**config.mk**
```make
export PLATFORM = sky130hd
export DESIGN_NAME = ttl_nibble_serial_adder
export DESIGN_NICKNAME = d
export VERILOG_FILES = /design/src/rtl/ttl_nibble_serial_adder.sv
export SDC_FILE = /design/constraint.sdc
export NUM_CORES = 1
export LEC_CHECK = 0
export CORE_MARGIN = 3
export CORE_UTILIZATION = 52
export CTS_CLUSTER_SIZE = 14
export DETAILED_ROUTE_END_ITERATION = 16
export GPL_TIMING_DRIVEN = 0
export PLACE_DENSITY_LB_ADDON = 0.05
export RECOVER_POWER = 50
export SKIP_LAST_GASP = 1
export SLEW_MARGIN = 0
export SYNTH_ARGS = -nofsm -noshare
export SYNTH_HDL_FRONTEND = slang
export SYNTH_SLANG_ARGS = --single-unit
export TNS_END_PERCENT = 5
```
**constraint.sdc**
```tcl
create_clock -name clock -period 3.25 [get_ports clock]
set_input_delay 0.325 -clock clock [delete_from_list [all_inputs] [get_ports clock]]
set_output_delay 0.325 -clock clock [all_outputs]
set_load 0.05 [all_outputs]
```
**src/rtl/ttl_nibble_serial_adder.sv**
```systemverilog
// Multi-cycle WIDTH-bit adder/subtractor that reuses one 4-bit slice, LSB nibble first.
// Define TTL_NSA_OVERFLOW_EN to add the registered signed-overflow output ovf.
module ttl_nibble_serial_adder #(
  parameter int WIDTH = 16
) (
  input  logic             clock,
  input  logic             reset_n,
  input  logic             start,
  input  logic             sub,
  input  logic [WIDTH-1:0] a,
  input  logic [WIDTH-1:0] b,
  input  logic             cin,
  output logic             busy,
  output logic             done,
  output logic [WIDTH-1:0] sum,
  output logic             cout
`ifdef TTL_NSA_OVERFLOW_EN
  ,
  output logic             ovf
`endif
);

  localparam int NSLICE = WIDTH / 4;
  localparam int CW     = (NSLICE > 1) ? $clog2(NSLICE) : 1;

  typedef enum logic [1:0] {S_IDLE, S_RUN, S_DONE} state_t;

  state_t           state_q, state_d;
  logic [WIDTH-1:0] a_q, a_d, b_q, b_d;
  logic [WIDTH-1:0] work_q, work_d, sum_q, sum_d;
  logic             carry_q, carry_d, cout_q, cout_d;
  logic [CW-1:0]    cnt_q, cnt_d;
  logic [CW+1:0]    nib_sh;
  logic [3:0]       a_nib, b_nib;
  logic [4:0]       nib_sum;
`ifdef TTL_NSA_OVERFLOW_EN
  logic             ovf_q, ovf_d;
  logic [3:0]       low_sum;
`endif

  // Current slice operands are selected by the nibble counter.
  assign nib_sh  = {cnt_q, 2'b00};
  assign a_nib   = 4'(a_q >> nib_sh);
  assign b_nib   = 4'(b_q >> nib_sh);
  assign nib_sum = {1'b0, a_nib} + {1'b0, b_nib} + {4'b0000, carry_q};
`ifdef TTL_NSA_OVERFLOW_EN
  // Carry into the MSB of the slice, needed for the overflow flag.
  assign low_sum = {1'b0, a_nib[2:0]} + {1'b0, b_nib[2:0]} + {3'b000, carry_q};
`endif

  always_ff @(posedge clock or negedge reset_n) begin
    if (!reset_n) begin
      state_q <= S_IDLE;
      a_q     <= '0;
      b_q     <= '0;
      work_q  <= '0;
      sum_q   <= '0;
      carry_q <= 1'b0;
      cout_q  <= 1'b0;
      cnt_q   <= '0;
`ifdef TTL_NSA_OVERFLOW_EN
      ovf_q   <= 1'b0;
`endif
    end else begin
      state_q <= state_d;
      a_q     <= a_d;
      b_q     <= b_d;
      work_q  <= work_d;
      sum_q   <= sum_d;
      carry_q <= carry_d;
      cout_q  <= cout_d;
      cnt_q   <= cnt_d;
`ifdef TTL_NSA_OVERFLOW_EN
      ovf_q   <= ovf_d;
`endif
    end
  end

  always_comb begin
    state_d = state_q;
    a_d     = a_q;
    b_d     = b_q;
    work_d  = work_q;
    sum_d   = sum_q;
    carry_d = carry_q;
    cout_d  = cout_q;
    cnt_d   = cnt_q;
`ifdef TTL_NSA_OVERFLOW_EN
    ovf_d   = ovf_q;
`endif
    case (state_q)
      S_IDLE: begin
        if (start) begin
          // Subtraction as a + ~b + ~cin so the same slice serves both.
          a_d     = a;
          b_d     = b ^ {WIDTH{sub}};
          carry_d = cin ^ sub;
          cnt_d   = '0;
          state_d = S_RUN;
        end
      end
      S_RUN: begin
        work_d  = (work_q & ~(WIDTH'(4'hF) << nib_sh))
                | (WIDTH'(nib_sum[3:0]) << nib_sh);
        carry_d = nib_sum[4];
        cnt_d   = cnt_q + 1'b1;
        if (cnt_q == CW'(NSLICE - 1)) begin
          // Visible result only changes here; it holds through the next RUN.
          sum_d   = work_d;
          cout_d  = nib_sum[4];
`ifdef TTL_NSA_OVERFLOW_EN
          ovf_d   = low_sum[3] ^ nib_sum[4];
`endif
          state_d = S_DONE;
        end
      end
      S_DONE:  state_d = S_IDLE;
      default: state_d = S_IDLE;
    endcase
  end

  assign busy = (state_q == S_RUN);
  assign done = (state_q == S_DONE);
  assign sum  = sum_q;
  assign cout = cout_q;
`ifdef TTL_NSA_OVERFLOW_EN
  assign ovf  = ovf_q;
`endif

endmodule

```
; Word level (Yosys, flattened, before mapping)
; Index checks and enable logic that the tools add are counted.
[word_totals]
inputBits = 37
out_inout_bits = 19
ff_bits = 70
elab_cells = 38
[op_classes]
n_eq_ne = 5
shift = 4
addsub = 3
bitwise = 5
muxes = 7
reduce_logical = 6
[ops]
columns = operator, n
row1 = 16-bit by 4-bit right shift with 4-bit output, 2
row2 = 16-bit AND, 1
row3 = 16-bit NOT, 1
row4 = 16-bit bitwise OR, 1
row5 = 4-bit by 4-bit << shifter with 16-bit output, 1
row6 = 4-bit by 4-bit << shifter with 16-bit output (first input constant), 1
row7 = 16-bit XOR, 1
row8 = 2-bit case mux with 2 select lines, 2
row9 = 2-bit AND reduction, 4
row10 = 2-bit two-way mux, 3
row11 = 4-bit by 4-bit adder with 5-bit output, 1
row12 = 5-bit by 1-bit adder with 5-bit output, 1
row13 = 2-bit equality test (second input constant), 2
row14 = 2-bit by 1-bit adder with 2-bit output (second input constant), 1
row15 = 2-bit by 1-bit equality test with 1-bit output (second input constant), 1
row16 = 2-bit zero test, 1
row17 = 2-bit by 1-bit != test with 1-bit output (second input constant), 1
row18 = 2-bit != test (second input constant), 1
row19 = 1-bit case mux with 2 select lines, 1
row20 = 2-bit nonzero test, 1
row21 = 1-bit two-way mux, 1
row22 = 1-bit XOR, 1

; Depth between registers and ports, before layout
[logic_depth]
word_depth = 5
ltp_mapped = 8
mapped_depth_nobuf = 6

; Least setup slack after synthesis
; OpenSTA, ideal clock, no wires.
[synth_path]
path_kind = reg-to-reg
from = reg cnt_q[0]
to = reg sum_q[2] (netlist: sum[2])
slack_ps = 518
t_arrival_ps = 2607
n_path_buf = 2
synth_period_minus_slack_ps = 2732
setup_time_ps = 126
path_stages_with_launch = 9
path_cell_list = dfrtp_1 > buf_4 > buf_4 > mux4_2 > fa_1 > fa_1 > xor2_1 > a221oi_1 > nor2_1
[synth_between]
elab_chain_len = 5
word_cells_on_any_way = 11
[synth_lines]
columns = element, line
row1 = start: declaration, 32  ; logic [CW-1:0] cnt_q, cnt_d;
row2 = start signal: assignment, 72  ; cnt_q <= cnt_d;
row3 = "16-bit by 4-bit right shift with 4-bit output, on equally long branches", "43, 44"
row4 = 4-bit by 4-bit adder with 5-bit output, 45  ; assign nib_sum = {1'b0, a_nib} + {1'b0, b_nib} + {4'b0000, carry_q};
row5 = 5-bit by 1-bit adder with 5-bit output, 45
row6 = 4-bit by 4-bit << shifter with 16-bit output, 104  ; | (WIDTH'(nib_sum[3:0]) << nib_sh);
row7 = 16-bit bitwise OR, 104
row8 = end signal: assignment, 69  ; sum_q <= sum_d;
row9 = end: declaration, 30  ; logic [WIDTH-1:0] work_q, work_d, sum_q, sum_d;
; Parallel ways exist; a longest one is shown, timed or not.
; A chain may end at the register's enable or synchronous reset.

; Final worst setup path
[layout_path]
from = reg cnt_q[0]
to = reg sum_q[10] (netlist: sum[10])
; Same word-level chain as after synthesis.

==> results.sh <==
export IMPL_worst_slack_ps=182
export IMPL_nNetsFinal=386
export IMPL_syn_avg_cell_area_sq_um=11.7
export IMPL_drive_above_1_share_pct=15.7
export IMPL_worstMarginPinSlew_ps=1600
export IMPL_ios=56
export IMPL_synth_compound_area_share_pct=12.2
export IMPL_fin_skew_ps=7.62
export IMPL_synth_area_leaders="dfrtp_1, mux4_2, xnor2_1, nor2_1, mux2_2"
export IMPL_synth_top_area_cell="dfrtp_1"
export IMPL_crit_arrival_ps=3280
export IMPL_setup_tns_ps=0
export IMPL_rsz0062_at_grt="no"
export IMPL_outcome="finished with violations"
export IMPL_syn_area_sq_mm=0.00322
export IMPL_hp_class="primary input to async pin"
export IMPL_cap_violations=1
export IMPL_chipHeight_microns=84.7
export IMPL_cts_buffer_depth=2
export IMPL_synth_nets=321
export IMPL_clkTransAtPathRegs_ps=70
export IMPL_die_x_microns=84.7
export IMPL_synth_xor_area_share_pct=4.90
export IMPL_portBuffers=54
export IMPL_ant_nets=0
export IMPL_nFillCells=495
export IMPL_clk_insertion_delay_late_ps=340
export IMPL_yosysUniqueCellTypes=42
export IMPL_cts_hold_buffers=0
export IMPL_dieArea_sq_mm=0.00717
export IMPL_drt_initial_drc_count=112
export IMPL_start_util_pct=54.0
export IMPL_gp_congestion=0.781
export IMPL_start_kind="flop"
export IMPL_power_mw=5.13
export IMPL_clock_fmax_mhz=326
export IMPL_synthCells=275
export IMPL_slew_limit_headroom_pct=-6.94
export IMPL_synth_most_common_cell="dfrtp_1"
export IMPL_ys_seq_elements=66
export IMPL_synthAdderAreaFrac_pct=3.97
export IMPL_cp_end_kind="flop"
export IMPL_synth_simple_gate_area_share_pct=11.5
export IMPL_cp_data_required_time_ps=3460
export IMPL_htreeDepth=3
export IMPL_clock_sinks=66
export IMPL_post_route_min_period_ps=3070
export IMPL_critical_path_class="flop to flop"
export IMPL_p_per_area_mw_per_mm2=1250
export IMPL_hold_slack_ps=391
export IMPL_drv_slew=67
export IMPL_ir_worst_vdd_uv=713
export IMPL_yosys_warnings=0
export IMPL_cp_max_fo=10
export IMPL_synth_mux_area_share_pct=12.1
export IMPL_drc=0
export IMPL_synth_top_family_by_area="compound AO/OA/AOI/OAI gates"
export IMPL_core_area_sq_mm=0.00596
export IMPL_grt_overflow_total=0
export IMPL_synth_seq_area_share_pct=51.3
export IMPL_pre_cts_slack_ps=-47.0
export IMPL_antenna_cells=0
export IMPL_async_flop_share_pct=100
export IMPL_synth_edf_count=0
export IMPL_ys_flop_type="dfrtp_1"
export IMPL_post_cts_buffers=0
export IMPL_final_hold_violation_count=0
export IMPL_cts_buffers=9
export IMPL_cts_root_buffer="clkbuf_8"
export IMPL_wirelength_microns=6780
export IMPL_finalCritPeriodShare_pct=94.4
export IMPL_dr_pass1_iters=4
export IMPL_netlist_area_leader_share_pct=51.3
export IMPL_grt_max_degree=67
export IMPL_vias=2337
export IMPL_grt_use_total_pct=20.7
export IMPL_syn_to_final_growth_pct=27.1
export IMPL_setup_viol=0
export IMPL_cts_tree="done"
export IMPL_grt_pass1_vias=2431
export IMPL_wl_per_cell_microns=16.1
export IMPL_dp_hpwl_microns=4840
export IMPL_p_leak_nw=1.70
export IMPL_grt_pass1_wl_microns=11700
export IMPL_fp_row_count=28
export IMPL_violations="max-capacitance violations, max-slew violations"
export IMPL_via_per_inst=5.56
export IMPL_synthTopCellsByCount="dfrtp_1, nor2_1, a21oi_1, xnor2_1, nand2_1"
export IMPL_antenna_found_initial=0
[sequential cells by signal, indices dropped and copies added (netlist names)]
| register | cells |
|---|---|
| a_q | 16 |
| cout | 1 |
| cnt_q | 2 |
| work_q | 12 |
| carry_q | 1 |
| state_q | 2 |
| b_q | 16 |
| sum | 16 |
[cell usage in the layout, fill, tap and decap left out, types with 3 or more instances in the layout]
cell,count
clkbuf_8,12
mux2_2,10
clkbuf_1,7
ha_1,7
or4_1,3
o21ai_1,5
mux4_2,8
inv_1,7
o2111ai_1,3
a221oi_1,9
nand3_1,3
clkdlybuf4s50_1,52
a32o_1,3
buf_2,7
nor2_1,36
a22o_1,10
nand2_1,12
nor2b_1,6
mux2_1,6
xnor2_1,16
nor3_2,3
a21oi_1,16
mux2i_1,3
dfrtp_1,66
[path summary, 6_finish.rpt]
kind,from,to,slack (ps),cells past startpoint
min,reset_n,sum[12]$_DFFE_PN0P_,390,1
min in group clock,sub,b_q[3]$_DFFE_PN0P_,440,3
max in group asynchronous,reset_n,b_q[11]$_DFFE_PN0P_,1910,1
min reg2reg,sum[14]$_DFFE_PN0P_,sum[14]$_DFFE_PN0P_,490,2
max,cnt_q[0]$_DFFE_PN0P_,sum[10]$_DFFE_PN0P_,180,8
max reg2reg,cnt_q[0]$_DFFE_PN0P_,sum[10]$_DFFE_PN0P_,180,8
[logic make-up after synthesis]
logic type,count (synthesis)
and+or+nand+nor,73
xor gates and xnor gates,18
buffers and inverters,27
AOI/OAI and AO/OA,55
adders and majority gates,9
muxes,27
DFF,66
[repair_timing]
item | CTS | global route
setup endpoints to repair | 3 | 1
pin swaps | 0 | 0
resized for setup | 1 | 1
[report_power, final]
group	switching, mW	internal [mW]	total, mW	leakage, nW
Combinational	1.73	1.14	2.87	0.801
Sequential	0.221	1.23	1.45	0.778
Clock	0.309	0.494	0.803	0.119
[final cells by class]
cell class	count	area, sq um	share of cell area [%]
clock inverters	4	72.6	1.78
plain buffers	18	91.3	2.23
inverters	9	33.8	0.826
clock buffers	12	165	4.04
repair buffers	54	536	13.1
multi-input cells	182	1440	35.3
well taps	75	93.8	2.30
flip-flops and latches	66	1650	40.4
[metal layers]
layer	track usage (%)	vias up	wire length (microns)
met5	0	-	0
met4	8.63	0	87
met3	4.91	9	339
met2	34.3	68	3330
met1	26.1	1144	3020
li1	-	1116	-
[critical path: stages, from the launching register on]
cell and delay, ps:
dfrtp_1 400, buf_4 230, buf_4 230, mux4_2 570, fa_1 440, fa_1 440
xor2_2 230, a221oi_1 330, nor2_1 80
[through the flow]
step	instance area (sq um)	instances	utilization, %
global placement	3850	404	64.7
global route	4090	420	68.6
detailed placement	3850	404	64.6
finish	4090	420	68.6
CTS	4090	420	68.7
floorplan	3220	275	-
Note: power is estimated with default switching activity, not from simulation.
